## config.mk

```make
export PLATFORM = sky130hd
export DESIGN_NAME = hps_cmd_decoder_flat
export DESIGN_NICKNAME = d
export VERILOG_FILES = /design/src/rtl/hps_cmd_pkg.sv /design/src/rtl/hps_cmd_decoder_if.sv /design/src/rtl/hps_status_reg.sv /design/src/rtl/hps_cmd_decoder.sv /design/src/flat_wrapper.sv
export SDC_FILE = /design/constraint.sdc
export NUM_CORES = 1
export LEC_CHECK = 0
export CORE_AREA = 2 2 190 145
export DETAILED_ROUTE_END_ITERATION = 10
export DIE_AREA = 0 0 192 147
export PLACE_DENSITY_LB_ADDON = 0.12
export RECOVER_POWER = 50
export SLEW_MARGIN = 15
export SYNTH_ARGS = -nofsm -noshare
export SYNTH_HDL_FRONTEND = slang
export SYNTH_SLANG_ARGS = --single-unit
export TNS_END_PERCENT = 50
```

## constraint.sdc

```tcl
create_clock -name clk_sys -period 3.55 [get_ports clk_sys]
set_input_delay 0.71 -clock clk_sys [delete_from_list [all_inputs] [get_ports clk_sys]]
set_output_delay 0.71 -clock clk_sys [all_outputs]
set_load 0.005 [all_outputs]
```

## src/rtl/hps_cmd_pkg.sv

```systemverilog
// Shared constants and types for the HPS command decoder.
// Holds the command codes, the status register geometry and the framing FSM states.
package hps_cmd_pkg;
   localparam int STATUS_W     = 128;
   localparam int STATUS_WORDS = STATUS_W / 16;

   localparam logic [15:0] CMD_BUTTONS    = 16'h0001;
   localparam logic [15:0] CMD_STATUS_SET = 16'h001E;
   localparam logic [15:0] CMD_STATUS_GET = 16'h0029;
   localparam logic [15:0] CMD_CORE_ID    = 16'h002B;

   typedef enum logic [1:0] {
      ST_IDLE = 2'd0,
      ST_CMD  = 2'd1,
      ST_DATA = 2'd2
   } state_t;
endpackage

```

## src/rtl/hps_cmd_decoder_if.sv

```systemverilog
// Word-level channel between the HPS SPI interface and the command decoder.
// The master side supplies the framed word stream; the slave side presents decoded results.
interface hps_cmd_decoder_if;
   import hps_cmd_pkg::*;

   logic                io_enable;
   logic                io_strobe;
   logic [15:0]         io_din;
   logic [15:0]         io_dout;
   logic [15:0]         io_cmd;
   logic                io_cmd_valid;
   logic [7:0]          io_word_cnt;
   logic [15:0]         io_data;
   logic                io_data_strobe;
   logic [STATUS_W-1:0] status;
   logic                status_set;
   logic [15:0]         buttons;

   modport master (
      output io_enable, io_strobe, io_din,
      input  io_dout, io_cmd, io_cmd_valid, io_word_cnt, io_data, io_data_strobe,
      input  status, status_set, buttons
   );

   modport slave (
      input  io_enable, io_strobe, io_din,
      output io_dout, io_cmd, io_cmd_valid, io_word_cnt, io_data, io_data_strobe,
      output status, status_set, buttons
   );
endinterface

```

## src/rtl/hps_status_reg.sv

```systemverilog
// Core status register with a write shadow and a word read-back mux.
// Words 0..6 collect in the shadow; word 7 commits all 128 bits at once.
module hps_status_reg
   import hps_cmd_pkg::*;
(
   input  logic                clk_sys,
   input  logic                reset,
   input  logic [7:0]          idx,
   input  logic [15:0]         word,
   input  logic                we,
   input  logic                abort,
   input  logic [8:0]          rd_idx,
   output logic [15:0]         rd_word,
   output logic [STATUS_W-1:0] status,
   output logic                status_set
);

   logic [STATUS_W-17:0] shadow;

   always_ff @(posedge clk_sys) begin
      if (reset) begin
         shadow     <= '0;
         status     <= '0;
         status_set <= 1'b0;
      end else begin
         status_set <= 1'b0;
         if (abort) begin
            shadow <= '0;
         end else if (we && idx < 8'd7) begin
            shadow[{idx[2:0], 4'b0000} +: 16] <= word;
         end else if (we && idx == 8'd7) begin
            status     <= {word, shadow};
            status_set <= 1'b1;
         end
      end
   end

   always_comb begin
      rd_word = '0;
      if (rd_idx < 9'(STATUS_WORDS))
         rd_word = status[{rd_idx[2:0], 4'b0000} +: 16];
   end

endmodule

```

## src/rtl/hps_cmd_decoder.sv

```systemverilog
// Frames HPS words into command + data, decodes the core command set and
// preloads the response word for the next SPI transfer.
//
//   state   | meaning
//   --------+-----------------------------------------------
//   ST_IDLE | io_enable low, no frame open
//   ST_CMD  | frame open, waiting for the command word
//   ST_DATA | command latched, consuming data words
module hps_cmd_decoder
   import hps_cmd_pkg::*;
#(
   parameter logic [15:0] CORE_ID = 16'h0000
) (
   input logic               clk_sys,
   input logic               reset,
   hps_cmd_decoder_if.slave  bus
);

   state_t              state_q, state_d;
   logic                cmd_stb, data_stb;
   logic [15:0]         cmd_q, data_q, dout_q, buttons_q;
   logic                cmd_valid_q, data_stb_q;
   logic [7:0]          word_cnt_q, next_k_q;
   logic [15:0]         resp_cmd, resp_word, rd_word;
   logic [8:0]          resp_idx;
   logic                shadow_we, frame_abort;
   logic [STATUS_W-1:0] status_w;
   logic                status_set_w;

   always_ff @(posedge clk_sys) begin
      if (reset) state_q <= ST_IDLE;
      else       state_q <= state_d;
   end

   // Dropping io_enable wins over a coincident strobe, so the strobe is only seen with enable high.
   always_comb begin
      state_d  = state_q;
      cmd_stb  = 1'b0;
      data_stb = 1'b0;
      if (!bus.io_enable) begin
         state_d = ST_IDLE;
      end else begin
         case (state_q)
            ST_IDLE: state_d = ST_CMD;
            ST_CMD: if (bus.io_strobe) begin
               cmd_stb = 1'b1;
               state_d = ST_DATA;
            end
            ST_DATA: if (bus.io_strobe) data_stb = 1'b1;
            default: state_d = ST_IDLE;
         endcase
      end
   end

   always_comb begin
      resp_cmd  = cmd_stb ? bus.io_din : cmd_q;
      resp_idx  = cmd_stb ? 9'd0 : ({1'b0, next_k_q} + 9'd1);
      resp_word = '0;
      case (resp_cmd)
         CMD_STATUS_GET: resp_word = rd_word;
         CMD_CORE_ID:    resp_word = (resp_idx == 9'd0) ? CORE_ID : 16'h0000;
         default:        resp_word = '0;
      endcase
   end

   assign shadow_we   = data_stb && (cmd_q == CMD_STATUS_SET);
   assign frame_abort = !bus.io_enable;

   always_ff @(posedge clk_sys) begin
      if (reset) begin
         cmd_q       <= '0;
         cmd_valid_q <= 1'b0;
         word_cnt_q  <= '0;
         next_k_q    <= '0;
         data_q      <= '0;
         data_stb_q  <= 1'b0;
         dout_q      <= '0;
         buttons_q   <= '0;
      end else begin
         data_stb_q <= 1'b0;
         if (!bus.io_enable) begin
            cmd_valid_q <= 1'b0;
            dout_q      <= '0;
         end
         if (cmd_stb) begin
            cmd_q       <= bus.io_din;
            cmd_valid_q <= 1'b1;
            word_cnt_q  <= '0;
            next_k_q    <= '0;
            dout_q      <= resp_word;
         end
         if (data_stb) begin
            data_q     <= bus.io_din;
            data_stb_q <= 1'b1;
            word_cnt_q <= next_k_q;
            next_k_q   <= (next_k_q == 8'hFF) ? 8'hFF : next_k_q + 8'd1;
            dout_q     <= resp_word;
            if (cmd_q == CMD_BUTTONS && next_k_q == 8'd0)
               buttons_q <= bus.io_din;
         end
      end
   end

   hps_status_reg u_status (
      .clk_sys    (clk_sys),
      .reset      (reset),
      .idx        (next_k_q),
      .word       (bus.io_din),
      .we         (shadow_we),
      .abort      (frame_abort),
      .rd_idx     (resp_idx),
      .rd_word    (rd_word),
      .status     (status_w),
      .status_set (status_set_w)
   );

   assign bus.io_dout        = dout_q;
   assign bus.io_cmd         = cmd_q;
   assign bus.io_cmd_valid   = cmd_valid_q;
   assign bus.io_word_cnt    = word_cnt_q;
   assign bus.io_data        = data_q;
   assign bus.io_data_strobe = data_stb_q;
   assign bus.status         = status_w;
   assign bus.status_set     = status_set_w;
   assign bus.buttons        = buttons_q;

endmodule

```

## src/flat_wrapper.sv

```systemverilog
// flat-port wrapper written by rule: the top's interface ports become plain ports
module hps_cmd_decoder_flat import hps_cmd_pkg::*;
#(
   parameter logic [15:0] CORE_ID = 16'h0000
)
  (clk_sys, reset, bus_io_enable, bus_io_strobe, bus_io_din, bus_io_dout, bus_io_cmd, bus_io_cmd_valid, bus_io_word_cnt, bus_io_data, bus_io_data_strobe, bus_status, bus_status_set, bus_buttons);
  hps_cmd_decoder_if bus_i ();
  input logic clk_sys;
  input logic reset;
  input wire logic [$bits(bus_i.io_enable)-1:0] bus_io_enable;
  input wire logic [$bits(bus_i.io_strobe)-1:0] bus_io_strobe;
  input wire logic [$bits(bus_i.io_din)-1:0] bus_io_din;
  output wire logic [$bits(bus_i.io_dout)-1:0] bus_io_dout;
  output wire logic [$bits(bus_i.io_cmd)-1:0] bus_io_cmd;
  output wire logic [$bits(bus_i.io_cmd_valid)-1:0] bus_io_cmd_valid;
  output wire logic [$bits(bus_i.io_word_cnt)-1:0] bus_io_word_cnt;
  output wire logic [$bits(bus_i.io_data)-1:0] bus_io_data;
  output wire logic [$bits(bus_i.io_data_strobe)-1:0] bus_io_data_strobe;
  output wire logic [$bits(bus_i.status)-1:0] bus_status;
  output wire logic [$bits(bus_i.status_set)-1:0] bus_status_set;
  output wire logic [$bits(bus_i.buttons)-1:0] bus_buttons;
  assign bus_i.io_enable = bus_io_enable;
  assign bus_i.io_strobe = bus_io_strobe;
  assign bus_i.io_din = bus_io_din;
  assign bus_io_dout = bus_i.io_dout;
  assign bus_io_cmd = bus_i.io_cmd;
  assign bus_io_cmd_valid = bus_i.io_cmd_valid;
  assign bus_io_word_cnt = bus_i.io_word_cnt;
  assign bus_io_data = bus_i.io_data;
  assign bus_io_data_strobe = bus_i.io_data_strobe;
  assign bus_status = bus_i.status;
  assign bus_status_set = bus_i.status_set;
  assign bus_buttons = bus_i.buttons;
  hps_cmd_decoder #(.CORE_ID(CORE_ID)) u_core (.clk_sys(clk_sys), .reset(reset), .bus(bus_i));
endmodule
```

==> reports/results.ini, run 1 <==
[layout]
stdcell_count=2120
finalNetCount=1771
final_common_cell=nand2_1
final_cell_mix=446 x nand2_1, 324 x dfxtp_1, 226 x a21oi_1
antennaDiodeCount=0
final_layout_size_suffix_gt1_share_pct=6.95
syn_to_final_growth_pct=27.4

[clock_network]
postCtsSetupBuffers=0
cts_sinks=325
ctsHoldBuffers=0
cts_tree=done
h-tree-depth=1
clk_pin_slew_ps=70
cts.repair.resized=0
cts_buffers=31
clk_latency_ps=560
root_buffer=clkbuf_16
cts_buffer_depth=3

[logic_synthesis]
synth_area_um2=13000
syn_inst=1575
synth.yosys.warnings=0
avgSynthCellArea_um2=8.25
synthFlopType=dfxtp_1
synth-seq-cells=325
synth_edf_count=0
netlist-cell-type-count=59
synth_nets=1601
yosysSeqAreaShare_pct=50.0
async_flop_share_pct=0

[setup_path]
worstPathRequired_ps=3930
worstSetupStartpoint=u_core.next_k_q[1]
cp_cell_sequence=ha_1, and2_0, and4_1, nand3_2, buf_12, buf_4, nand2_1, a21oi_1
crit_path_end=u_core.u_status.status[70]
regToRegStartpoint=u_core.next_k_q[1]
startpoint_type=register
cp_num_cells=8
path_class=register to register
cp.arrival_ps=3670
path_max_fanout=32
cpPeakStageDelay_ps=670
path_delay_family=simple AND/OR/NAND/NOR gates
rr_worst_depth=8
crit_slowest_cell=nand3_2
path_buf_inv=2
rrSetupSlack_ps=260
crit_path_end_kind=register
r2r_end=u_core.u_status.status[70]

[placement]
dp_hpwl_um=29800
port-buffer-count=222
gp_congestion=0.906
placed_cells=2063

[global_route]
grt-ovfl-total=0
grt_pass1_vias=11200
grt_start_max_net_pins=97
antenna_found_initial=2
grt_pass1_wl_um=66700
grtUsageTotal_pct=30.8

[outcome]
status=finished clean

[route]
drt_iter0_markers=1331
drt-total-wl_um=44200
vias=12200
drc=0
drtPass1Iterations=6
ant_nets=0
viasPerCell=5.76
wl_per_cell_um=20.9

[sta]
period_share_pct=92.6
drv_slew=0
fin_tns_setup_ps=0
setup_violations=0
holdWs_ps=444
tightest_slew_ps=1170
fin_crit_ps=3290
rsz0062_at_grt=no
hold_viol=0
fmaxAchievable_mhz=304
max-slew-margin-rel_pct=21.6
skew_ps=18.7

[power]
powerDensity_nw_per_um2=445
peakVddDrop_mv=0.343
p_leak_nw=6.51

[flow_run]
drv_cap=0

[die]
ios=223
std_cell_rows=52
start_util_pct=49.0
dieWidth_um=192
dieArea_um2=28200
dieHeight_um=147
core_um2=26500

[hold_path]
hp-class=input port to register

## cell usage after synthesis (all sizes together) (53+ instances only)
library cell | number | area, um^2
nand2 | 446 | 1670
mux2i | 73 | 731
o21ai | 64 | 320
dfxtp | 325 | 6510
a21oi | 226 | 1130
buf | 69 | 382
nor2 | 53 | 201
nand3 | 73 | 370
clkbuf | 70 | 274
## worst min path at each step
stage,endpoint,start,cells after the start
after global placement,u_core.bus.io_dout[5],u_core.bus.io_dout[5],2
final,u_core.u_status.status[122],reset,2
after global routing,u_core.u_status.status[56],reset,2
after detailed placement,u_core.u_status.shadow[61],u_core.u_status.shadow[61],2
after floorplan,u_core.u_status.shadow[53],u_core.u_status.shadow[53],2
after CTS,u_core.u_status.status[122],reset,2
## cell families (layout without fill, tap and decap cells)
family / Yosys count / count (layout) / share of synthesized area (%)
adder cells (fa/ha/maj): 6 / 6 / 0.577
AND/OR/NAND/NOR: 648 / 648 / 21.9
buffers and inverters: 145 / 339 / 5.22
XOR/XNOR: 2 / 2 / 0.193
multiplexers: 73 / 73 / 5.62
AO/OA/AOI/OAI: 376 / 376 / 16.4
flip-flops: 325 / 325 / 50.0
## per-layer routing
metal / global-route usage [%] / vias up / wire length, um
met5: 0 / - / 27
met4: 7.79 / 4 / 1060
met3: 7.07 / 79 / 4560
met2: 45.8 / 611 / 19200
met1: 45.1 / 5807 / 19400
li1: - / 5720 / -
## where the power goes
| group | switching, W | internal (W) | leakage, nW | total [W] |
|---|---|---|---|---|
| Sequential | 0.00000664 | 0.00365 | 2.62 | 0.00366 |
| Combinational | 0.000171 | 0.0000600 | 3.37 | 0.000231 |
| Clock | 0.00143 | 0.00206 | 0.517 | 0.00348 |
## worst reg2reg max path, cell delays in order (launching register included)
cell and delay, ps:
dfxtp_1 530, ha_1 500, and2_0 310, and4_1 290, nand3_2 680, buf_12 460
buf_4 210, nand2_1 80, a21oi_1 60
## metrics by stage
| stage | instance area, um^2 | setup slack [ps] | utilization [%] | power (W) |
|---|---|---|---|---|
| 3_5_place_dp | 15500 | 320 | 58.4 | 0.00397 |
| 5_1_grt | 16600 | 78.4 | 62.4 | 0.00756 |
| 6_report | 16600 | 263 | 62.4 | 0.00737 |
| 3_3_place_gp | 15500 | 423 | 58.4 | 0.00397 |
| 4_1_cts | 16600 | 290 | 62.5 | 0.00740 |
| 2_1_floorplan | 13000 | 888 | - | 0.00385 |
## final cells by class
| cell class | count | area, um^2 |
|---|---|---|
| fill | 2333 | 9980 |
| sequential | 325 | 6510 |
| multi-input combinational | 1105 | 5850 |
| timing repair buffer | 276 | 2670 |
| clock buffer | 41 | 853 |
| tap | 351 | 439 |
| clock inverter | 16 | 223 |
| inverter | 6 | 22.5 |
## state kept, by name, summed over array words and instances (netlist names)
signal,flops
u_core.bus.io_dout,16
u_core.u_status.status,128
u_core.bus.buttons,16
u_core.bus.io_cmd,16
u_core.bus.io_cmd_valid,1
u_core.u_status.status_set,1
u_core.bus.io_data_strobe,1
u_core.bus.io_data,16
u_core.next_k_q,8
u_core.u_status.shadow,112
u_core.state_q,2
u_core.bus.io_word_cnt,8
(Power assumes the default switching activity.)
==> run 2: changes to the inputs <==
Settings changed: CTS_CLUSTER_DIAMETER from default to 200, REMOVE_ABC_BUFFERS from default to 1.
==> run 2 against run 1 <==
Net effect:
- the run now ends with max-capacitance violations, max-slew violations left
- die area did not move
- utilization rose by 0.63 points
- via count fell by 1.4%
- routed wire length fell by 6.3%
- sequential share of layout area fell by 0.39 points
- worst setup slack improved by 160 ps
- critical path depth fell by 3
- cell count rose by 0.33%
- maximum frequency rose by 5.0%
- global-route usage fell by 1.8 points
- cell area rose by 1.0%
- highest routed layer is now met4
==> reports/results.ini, run 2 (synthesis results as in run 1) <==
[setup_path]
path_class=register to register
crit_path_end_kind=register
worstPathRequired_ps=3980
startpoint_type=register
cp.arrival_ps=3560
path_max_fanout=15

[route]
drtPass1Iterations=5
ant_nets=0
drt_iter0_markers=958
drt-total-wl_um=41500
vias=12100
viasPerCell=5.67
wl_per_cell_um=19.5
drc=0

[clock_network]
clk_latency_ps=520
ctsHoldBuffers=0
cts.repair.resized=0
root_buffer=clkbuf_16
cts_buffer_depth=3
postCtsSetupBuffers=0
clk_pin_slew_ps=70
cts_tree=done
cts_sinks=325
h-tree-depth=2
cts_buffers=34

[layout]
final_cell_mix=446 x nand2_1, 324 x dfxtp_1, 224 x a21oi_1
seq_area_um2=6510
final_common_cell=nand2_1
antennaDiodeCount=0
largest_reg_flops=128
syn_to_final_growth_pct=28.7
finalNetCount=1780
postLayoutCoreUtil_pct=63.0
reg_top3=u_core.u_status.status: 128 flops, u_core.u_status.shadow: 112 flops
num-fill-cells=2321
final_layout_size_suffix_gt1_share_pct=7.60
regMostFlops=u_core.u_status.status
multi_input_area_um2=5880

[outcome]
status=finished, violations left
violations=max-capacitance violations, max-slew violations

[sta]
setup_violations=0
skew_ps=14.5
tightest_slew_ps=2000
worst_slack_ps=419
holdWs_ps=445
drv_slew=43
fin_crit_ps=3130
period_share_pct=88.2
rsz0062_at_grt=no
hold_viol=0
fmaxAchievable_mhz=319
max-slew-margin-rel_pct=-33.7

[power]
powerDensity_nw_per_um2=456
p_leak_nw=6.60
peakVddDrop_mv=0.282

[die]
dieHeight_um=147
dieArea_um2=28200
core_um2=26500
ios=223
std_cell_rows=52
start_util_pct=49.0
dieWidth_um=192

[hold_path]
hp-class=register to register

[placement]
place_ws_ps=280
dp_hpwl_um=26900
gp_congestion=0.882
port-buffer-count=222

[global_route]
grtUsageTotal_pct=29.0
grt-ovfl-total=0
antenna_found_initial=0
grt_pass1_vias=11400
grt_start_max_net_pins=129
grt_pass1_wl_um=64200

[flow_run]
drv_cap=1

## run 2: area by class of cell
cell class,count,share of cell area (%)
tap,351,2.63
inverter,6,0.135
multi-input combinational,1105,35.2
sequential,325,38.9
clock inverter,8,0.711
clock buffer,50,6.37
timing repair buffer,282,16.1
## run 2: per-stage QoR
step                      cells  power, W  setup TNS [ps]  area, um^2
after global placement     2069   0.00396               0       15600
after CTS                  2127   0.00766               0       16800
after floorplan            1436   0.00379         -251260       12300
after global routing       2127   0.00781               0       16700
final                      2127   0.00762               0       16700
after detailed placement   2069   0.00396               0       15600
## run 2: critical path, cell delays in order, from the launching register on
cell and delay, ps:
dfxtp_1 550, ha_1 580, xor2_4 330, a21oi_2 1020, a221oi_1 250, o31ai_1 310
## run 2: path summary, 6_finish.rpt
check                                           start                    end  slack (ps)  cells after the start
worst max-delay path               u_core.next_k_q[1]  u_core.bus.io_dout[1]         420                      5
worst min-delay path            u_core.bus.io_dout[5]  u_core.bus.io_dout[5]         450                      2
worst max register to register     u_core.next_k_q[1]  u_core.bus.io_dout[1]         420                      5
worst min register to register  u_core.bus.io_dout[5]  u_core.bus.io_dout[5]         450                      2
## run 2: where the power goes
part / total (W) / switching (W) / internal (W)
Combinational: 0.000217 / 0.000157 / 0.0000599
Sequential: 0.00366 / 0.00000639 / 0.00365
Clock: 0.00375 / 0.00146 / 0.00229
Total: 0.00762 / 0.00162 / 0.00601
## run 2: metal layers
metal,share of wire (%),wire (um),GRT usage (%)
met1,46,19100,42.2
met3,8.0,3310,5.23
met2,44,18000,43.3
met5,0,0,0
met4,2.3,968,9.35
